## config.mk

```make
export PLATFORM = sky130hd
export DESIGN_NAME = serdes_tx_arb
export DESIGN_NICKNAME = d
export VERILOG_FILES = /design/src/rtl/serdes_pkg.sv /design/src/rtl/serdes_tx_arb_rr_pick.sv /design/src/rtl/serdes_tx_arb.sv
export SDC_FILE = /design/constraint.sdc
export NUM_CORES = 1
export LEC_CHECK = 0
export CAP_MARGIN = 20
export CORE_MARGIN = 3
export CORE_UTILIZATION = 38
export CTS_CLUSTER_DIAMETER = 200
export DETAILED_ROUTE_END_ITERATION = 8
export GPL_TIMING_DRIVEN = 0
export PLACE_DENSITY = 0.88
export SYNTH_ARGS = -nofsm -noshare
export SYNTH_HDL_FRONTEND = slang
export SYNTH_SLANG_ARGS = --single-unit
```

## constraint.sdc

```tcl
create_clock -name pclk_i -period 2.9 [get_ports pclk_i]
set_input_delay 0.435 -clock pclk_i [delete_from_list [all_inputs] [get_ports pclk_i]]
set_output_delay 0.435 -clock pclk_i [all_outputs]
set_load 0.02 [all_outputs]
```

## src/rtl/serdes_pkg.sv

```systemverilog
// serdes_pkg: shared types and helpers for the SerDes transmit arbiter.
//   arb_state_t : arbiter FSM states (IDLE, HDR, DATA)
//   idx_w()     : width of a requester index, clog2(n) with a minimum of 1
package serdes_pkg;

  typedef enum logic [1:0] {
    IDLE = 2'd0,
    HDR  = 2'd1,
    DATA = 2'd2
  } arb_state_t;

  function automatic int unsigned idx_w(input int unsigned n);
    int unsigned w;
    w = 1;
    while ((32'd1 << w) < n) begin
      w = w + 1;
    end
    return w;
  endfunction

endpackage

```

## src/rtl/serdes_tx_arb_rr_pick.sv

```systemverilog
// rr_pick: combinational rotate-priority picker.
// Scans the request vector starting at index ptr, wrapping modulo NUM_REQ,
// and returns the first set request as a one-hot grant.
//   req [NUM_REQ] : request vector
//   ptr [PTR_W]   : index with highest priority (must be < NUM_REQ)
//   gnt [NUM_REQ] : one-hot grant, zero when no request is set
//   any           : at least one request is set
module rr_pick
  import serdes_pkg::*;
#(
  parameter int unsigned NUM_REQ = 4,
  parameter int unsigned PTR_W   = 2
) (
  input  logic [NUM_REQ-1:0] req,
  input  logic [PTR_W-1:0]   ptr,
  output logic [NUM_REQ-1:0] gnt,
  output logic               any
);

  logic [PTR_W:0]   sum;
  logic [PTR_W-1:0] idx;
  logic             found;

  always_comb begin
    gnt   = '0;
    any   = |req;
    found = 1'b0;
    sum   = '0;
    idx   = '0;
    for (int unsigned i = 0; i < NUM_REQ; i++) begin
      // One extra bit holds ptr+i before the modulo wrap.
      sum = {1'b0, ptr} + (PTR_W+1)'(i);
      if (sum >= (PTR_W+1)'(NUM_REQ)) begin
        sum = sum - (PTR_W+1)'(NUM_REQ);
      end
      idx = sum[PTR_W-1:0];
      if (!found && req[idx]) begin
        gnt[idx] = 1'b1;
        found    = 1'b1;
      end
    end
  end

endmodule

```

## src/rtl/serdes_tx_arb.sv

```systemverilog
// serdes_tx_arb: round-robin packet arbiter in front of the SerDes PISO.
// Locks the winning requester for a whole packet and forwards its bytes to
// the PISO parallel handshake. Optional build macro SERDES_ARB_HDR_EN
// prepends one header byte carrying the source index to every packet.
//   pclk_i       : parallel clock
//   rst_i        : asynchronous reset, active low
//   req_valid_i  : per-requester valid
//   req_data_i   : per-requester byte, requester k at [k*DATA_W +: DATA_W]
//   req_last_i   : per-requester end-of-packet, qualified by valid
//   req_ready_o  : per-requester ready (only the owner, only in DATA)
//   d_out_o      : byte to PISO d_in_p
//   valid_o      : to PISO valid_i_p
//   ready_i      : from PISO ready_o_p
//   last_o       : final byte of packet
//   grant_o      : one-hot current owner, zero when idle
//   busy_o       : arbiter is not idle
module serdes_tx_arb
  import serdes_pkg::*;
#(
  parameter int unsigned NUM_REQ = 4,
  parameter int unsigned DATA_W  = 8
) (
  input  logic                      pclk_i,
  input  logic                      rst_i,
  input  logic [NUM_REQ-1:0]        req_valid_i,
  input  logic [NUM_REQ*DATA_W-1:0] req_data_i,
  input  logic [NUM_REQ-1:0]        req_last_i,
  output logic [NUM_REQ-1:0]        req_ready_o,
  output logic [DATA_W-1:0]         d_out_o,
  output logic                      valid_o,
  input  logic                      ready_i,
  output logic                      last_o,
  output logic [NUM_REQ-1:0]        grant_o,
  output logic                      busy_o
);

  localparam int unsigned PTR_W = idx_w(NUM_REQ);

  arb_state_t          state_q, state_d;
  logic [PTR_W-1:0]    rr_ptr_q, rr_ptr_d;
  logic [NUM_REQ-1:0]  grant_q, grant_d;
  logic [NUM_REQ-1:0]  pick_gnt;
  logic                pick_any;

  logic [PTR_W-1:0]    gidx;
  logic [DATA_W-1:0]   own_data;
  logic                own_valid;
  logic                own_last;

  rr_pick #(
    .NUM_REQ (NUM_REQ),
    .PTR_W   (PTR_W)
  ) u_pick (
    .req (req_valid_i),
    .ptr (rr_ptr_q),
    .gnt (pick_gnt),
    .any (pick_any)
  );

  // Owner mux driven by the registered one-hot grant; the loop uses constant
  // slice offsets so no variable part-select is needed.
  always_comb begin
    gidx      = '0;
    own_data  = '0;
    own_valid = 1'b0;
    own_last  = 1'b0;
    for (int unsigned k = 0; k < NUM_REQ; k++) begin
      if (grant_q[k]) begin
        gidx      = PTR_W'(k);
        own_data  = req_data_i[k*DATA_W +: DATA_W];
        own_valid = req_valid_i[k];
        own_last  = req_last_i[k];
      end
    end
  end

  always_ff @(posedge pclk_i or negedge rst_i) begin
    if (!rst_i) begin
      state_q  <= IDLE;
      rr_ptr_q <= '0;
      grant_q  <= '0;
    end else begin
      state_q  <= state_d;
      rr_ptr_q <= rr_ptr_d;
      grant_q  <= grant_d;
    end
  end

  always_comb begin
    state_d     = state_q;
    grant_d     = grant_q;
    rr_ptr_d    = rr_ptr_q;
    d_out_o     = '0;
    valid_o     = 1'b0;
    last_o      = 1'b0;
    req_ready_o = '0;

    case (state_q)
      IDLE: begin
        if (pick_any) begin
          grant_d = pick_gnt;
`ifdef SERDES_ARB_HDR_EN
          state_d = HDR;
`else
          state_d = DATA;
`endif
        end
      end

`ifdef SERDES_ARB_HDR_EN
      HDR: begin
        d_out_o = DATA_W'(gidx);
        valid_o = 1'b1;
        if (ready_i) begin
          state_d = DATA;
        end
      end
`endif

      DATA: begin
        d_out_o     = own_data;
        valid_o     = own_valid;
        last_o      = own_last & own_valid;
        req_ready_o = grant_q & {NUM_REQ{ready_i}};
        if (own_valid && own_last && ready_i) begin
          grant_d  = '0;
          rr_ptr_d = (gidx == PTR_W'(NUM_REQ-1)) ? '0 : gidx + 1'b1;
          state_d  = IDLE;
        end
      end

      default: begin
        state_d = IDLE;
        grant_d = '0;
      end
    endcase
  end

  assign grant_o = grant_q;
  assign busy_o  = (state_q != IDLE);

endmodule
```

**Yosys cells after proc, flatten, opt, wreduce, memory -nomap -nowiden**

Index checks and enable logic that the tools add are counted.

- Register bits after elaboration: 8
- Logic and storage cells: 102
- Input bits: 43

- Multiplexer cells: 53
- Bitwise operators: 5
- Add/subtract/negate cells: 8
- Magnitude comparators: 12
- Reductions and logical operators: 17
- Equal/unequal tests: 4

Operator list:

| kind | count |
|---|---|
| 8-bit two-way mux | 5 |
| 4-bit two-way mux | 7 |
| 1-bit two-way mux | 22 |
| 2-bit two-way mux | 9 |
| 2-bit by 3-bit < comparator with 1-bit output, second input constant | 4 |
| 4-bit OR | 3 |
| 3-bit >= comparator, second input constant | 3 |
| 1-bit logical AND | 9 |
| 1-bit binary-select mux with 2-bit select | 4 |
| 1-bit demux with 2-bit select | 4 |
| 2-bit by 1-bit >= comparator with 1-bit output, second input constant | 4 |
| 4-bit case mux with 2 select lines | 1 |
| 2-bit by 1-bit subtractor with 2-bit output, second input constant | 4 |
| 2-bit by 2-bit adder with 3-bit output, second input constant | 2 |
| 4-bit bitwise AND | 1 |
| 2-bit == test, second input constant | 2 |
| 2-bit != test, second input constant | 2 |
| 2-bit case mux with 2 select lines | 1 |
| 2-bit AND reduction | 2 |
| 4-bit OR reduction | 1 |
| 2-bit by 1-bit adder with 3-bit output, second input constant | 1 |
| 2-bit by 3-bit >= comparator with 1-bit output, second input constant | 1 |
| 1-bit zero test | 3 |
| 2-bit by 1-bit adder with 2-bit output, second input constant | 1 |
| 3 further kinds | 3 |

**Depth between registers and ports, before layout**

- Word-level depth: 16
- Gate-level depth with buffers: 7
- Depth with buffers taken out: 6

**Hierarchy**

A second synthesis with hierarchy kept.

- Cell total of the unflattened synthesis: 124
- Area total of the unflattened synthesis: 1042.2 µm²

By module, submodules not included:

| module | instances | area each (µm²) | cells each | sequential area each (µm²) |
|---|---|---|---|---|
| serdes_tx_arb | 1 | 732.0 | 93 | 175.2 |
| rr_pick | 1 | 310.3 | 31 | 0.0 |

**Least setup slack after synthesis**

No wires, ideal clock.

- Kind: register -> register
- Start point: register rr_ptr_q[0]
- End point: register grant_q[0], in the netlist grant_o[0]
- Path buffers: 1
- Stages on the path, launching flop included: 8
- Setup slack: 811 ps
- Required time: 2818 ps
- Clock period less this slack: 2089 ps
- Setup time: 82 ps
- Arrival time: 2008 ps
- Path through: dfrtp_1 > buf_2 > inv_1 > ha_1 > mux4_2 > nor3_2 > a22oi_1 > a31oi_1

- Longest elaborated chain between the ends: 16

Ends and longest elaborated chain:

| what | line | source |
|---|---|---|
| start: declaration | serdes_tx_arb.sv:40 | `logic [PTR_W-1:0] rr_ptr_q, rr_ptr_d;` |
| start signal: assignment | serdes_tx_arb.sv:84 | `rr_ptr_q <= rr_ptr_d;` |
| branches (longest 13 deep; another with 2-bit by 1-bit adder with 3-bit output) | - |  |
| 4-bit two-way mux * | serdes_tx_arb_rr_pick.sv:37 | `if (!found && req[idx]) begin` |
| 4-bit two-way mux * | serdes_tx_arb.sv:100 | `if (pick_any) begin` |
| 4-bit case mux with 2 select lines * | serdes_tx_arb.sv:98 | `case (state_q)` |
| end signal: assignment | serdes_tx_arb.sv:85 | `grant_q <= grant_d;` |
| end: declaration | serdes_tx_arb.sv:41 | `logic [NUM_REQ-1:0] grant_q, grant_d;` |

Mark *: on every way between the ends. The select of a mux whose other input is x is not followed.
A chain may end at the register's enable or synchronous reset.

**Final worst setup path**

- Start point: input port req_valid_i[1]
- End point: output port valid_o

- Longest elaborated chain between the ends: 4

Ends and longest elaborated chain:

| what | line | source |
|---|---|---|
| start: declaration | serdes_tx_arb.sv:25 | `input logic [NUM_REQ-1:0] req_valid_i,` |
| 1-bit two-way mux (3 in a row) | serdes_tx_arb.sv:68 | `if (grant_q[k]) begin` |
| 1-bit two-way mux | serdes_tx_arb.sv:98 |  |
| end: declaration | serdes_tx_arb.sv:30 | `output logic valid_o,` |

Every way passes these cells.

==> flow_summary_export.csv <==
group,metric,value,unit
sta,finalCriticalPeriod,2.68,ns
clock_network,cts_buffers,3,
power_and_ir_drop,fin_total_pwr,1720,µW
cells_and_area,area_delta_synth_final,63.3,%
power_and_ir_drop,power_density,988,nW/µm²
cells_and_area,antenna_cells,0,
grt,grt.total_usage,20.6,%
placed_design,place_congestion,0.871,
synthesis,synth_area_leader_cell,"dfrtp_1",
drt,viasPerCell,5.62,
critical_path,crit_fanout,9,
sta,max_freq,374,MHz
sta,setup_tns,0,ns
critical_path,arrival,2.24,ns
sta,finalMaxSlewViolations,0,
sta,setup_viol,0,
sta,hold_violations,0,
grt,grt_pass1_wl,5630,µm
placed_design,io_buffers,60,
drt,drt_pass1_iterations,4,
drt,vias,1276,
grt,grt_max_degree,11,
synthesis,ys_top_cells_by_area,"dfrtp_1 (16%), nor2b_1 (10%), ha_1 (8.2%)",
clock_network,clock-sinks,7,
synthesis,synthAdderAreaFrac,8.21,%
placed_design,dp_hpwl,2830,µm
drt,wl_met1,1470,µm
worst_hold_path,hold_path.class,"in -> async",
clock_network,cts_max_level,1,
synthesis,yosys.area_share.xor_xnor,0,%
sta,setup_ws,0.223,ns
flow_run,cap_violations,0,
power_and_ir_drop,vdd_ir_drop_max,701,µV
critical_path,crit_path_end_kind,"output port",
critical_path,crit_chain,"clkdlybuf4s50_1 > a21oi_1 > a221oi_2 > nor2_1 > nor2b_1 > clkdlybuf4s50_1",
grt,antenna_found_initial,0,
critical_path,critical_path_class,"in -> out",
sta,hold_slack,0.435,ns
critical_path,cp_top_family,"buffers and inverters",
critical_path,required,2.47,ns
critical_path,max_stage_delay,0.61,ns
floorplanning,dieHeight,59.0,µm
clock_network,cts_tree,"built",
synthesis,syn_nets,182,
critical_path,cp_common_cell,"clkdlybuf4s50_1",
placed_design,post-place-ws,0.0917,ns
floorplanning,die_area,3480,µm²
drt,drt_iter0_markers,82,
synthesis,post-synth-top-area-fraction,16.4,%
synthesis,yosys.cell_types.count,38,
drt,wl,3530,µm
cells_and_area,fill_cells,216,
floorplanning,core,2570,µm²
drt,dr_wl_met2,1720,µm
clock_network,cts_buffer_depth,2,
power_and_ir_drop,leakagePower,0.000678,µW
drt,wl_met3,331,µm
synthesis,syn-cell-area,1070,µm²
outcome,outcome,"finished clean",
synthesis,synthMuxAreaShare,4.22,%
sta,fin_crit_sh,92.3,%
synthesis,synth_top_family_by_area,"compound AO/OA/AOI/OAI gates",
drt,post-route-drc-count,0,
floorplanning,rows,18,
critical_path,crit_path_top_delay_cell,"clkdlybuf4s50_1",
cells_and_area,num-nets-final,248,
synthesis,synth-seq-cells,7,
synthesis,seq_area_frac_synth,16.4,%
cells_and_area,drive_gt1_share,9.14,%
floorplanning,initial_core_util,41.6,%
floorplanning,die_w,59.0,µm
grt,gr-total-overflow,0,
sta,relSlewSlack,68.9,%
synthesis,synth_area_per_cell,8.09,µm²
clock_network,clk_latency,0.26,ns
placed_design,place_area,1710,µm²
critical_path,cp-start-kind,"primary input",
drt,antenna_left,0,
sta,grt_setup_unrepaired,"false",
synthesis,synth_compound_area_share,33.6,%
critical_path,path_buf_inv,2,
grt,grt_pass1_vias,1232,
clock_network,ctsHoldBuffers,0,
drt,wl_per_cell,15.6,µm
drt,highest_layer,"met4",
sta,worst-slew-pin-transition,0.461,ns
floorplanning,pin_count,62,
sta,clock_skew,0.00119,ns
synthesis,yosys.area_share.simple,30.2,%
clock_network,cts.reportedPaths.clkPinSlew,0.05,ns
synthesis,yosys_warnings,0,
synthesis,syn-instance-count,132,
clock_network,clockRootBuffer,"clkbuf_4",
cells_and_area,final_design_area_no_fill,1740,µm²
## Yosys cell counts
cell	number
nor2b_1	17
a21oi_1	15
a22oi_1	9
a221oi_1	8
clkbuf_1	7
dfrtp_1	7
ha_1	7
nor3_1	7
and3_1	5
nor2_1	5
a31oi_1	4
nand2_1	4
inv_1	3
nand3b_1	3
and2_1	2
buf_2	2
buf_6	2
mux4_2	2
nand2b_1	2
o21ai_0	2
o31ai_1	2
a21o_1	1
a21oi_2	1
a221o_1	1
a221oi_2	1
and3b_1	1
buf_4	1
nand3_1	1
nand4b_1	1
nor2b_2	1
nor2b_4	1
nor3_2	1
nor3b_1	1
o2111a_1	1
o211ai_1	1
o221ai_4	1
o311a_1	1
or3_1	1
## cell type report
type / instances / area (µm²) / share of cell area (%)
Buffer: 12 / 67.6 / 3.88
Timing Repair Buffer: 61 / 611 / 35.0
Sequential cell: 7 / 175 / 10.1
Inverter: 3 / 11.3 / 0.646
Multi-Input combinational cell: 110 / 815 / 46.7
Clock buffer: 4 / 26.3 / 1.51
Tap cell: 30 / 37.5 / 2.15
## cells by family (layout without fill, tap and decap cells)
group	Yosys count	after routing
AND/OR/NAND/NOR	53	53
buffers and inverters	15	80
AO/OA/AOI/OAI	48	48
adder cells (fa/ha/maj)	7	7
flip-flops	7	7
multiplexers	2	2
## repair_timing
| item | 4_1_cts | 5_1_grt |
|---|---|---|
| setup endpoints to repair | 0 | 3 |
| buffers inserted | 0 | 1 |
| resized for setup | 0 | 3 |
## path summary, 6_finish.rpt
check                               start     endpoint  slack [ns]  cells past startpoint
setup / recovery           req_valid_i[1]      valid_o        0.22                      6
hold / removal                      rst_i  rr_ptr_q[1]        0.44                      1
setup reg to reg              rr_ptr_q[0]   grant_o[0]        0.52                      7
hold reg to reg               rr_ptr_q[1]  rr_ptr_q[1]        0.67                      2
max in group asynchronous           rst_i   grant_o[3]        2.23                      1
min in group pclk_i           rr_ptr_q[1]  rr_ptr_q[1]        0.67                      2
## sequential cells by signal (all words and copies together) (netlist names)
| name | count |
|---|---|
| state_q | 1 |
| rr_ptr_q | 2 |
| grant_o | 4 |
## power by group
part           leakage (µW)  internal [µW]  switching [µW]  total [µW]
clock             0.0000150           52.7            38.4        91.1
combinational      0.000580            677             750        1430
sequential        0.0000834            145            59.5         204
total              0.000678            875             847        1720
## routing by layer
layer	track usage, %	vias up
met5	0	-
met4	5.50	0
met3	4.36	2
met2	35.6	55
met1	25.9	584
li1	-	635
## metrics by stage
step | utilization, % | std cells
2_1_floorplan | - | 132
6_report | 67.9 | 227
3_5_place_dp | 66.4 | 222
3_3_place_gp | 66.4 | 222
4_1_cts | 67.4 | 226
5_1_grt | 67.9 | 227
## placed cells by master (no fill, tap or decap), types with 5 or more instances in the layout
cell	netlist	final
a21oi_1	15	15
a221oi_1	8	8
a22oi_1	9	9
and3_1	5	5
clkbuf_1	7	7
clkdlybuf4s50_1	0	59
dfrtp_1	7	7
ha_1	7	7
nor2_1	5	5
nor2b_1	17	17
nor3_1	7	7
Power figures use the tool's default switching activity.
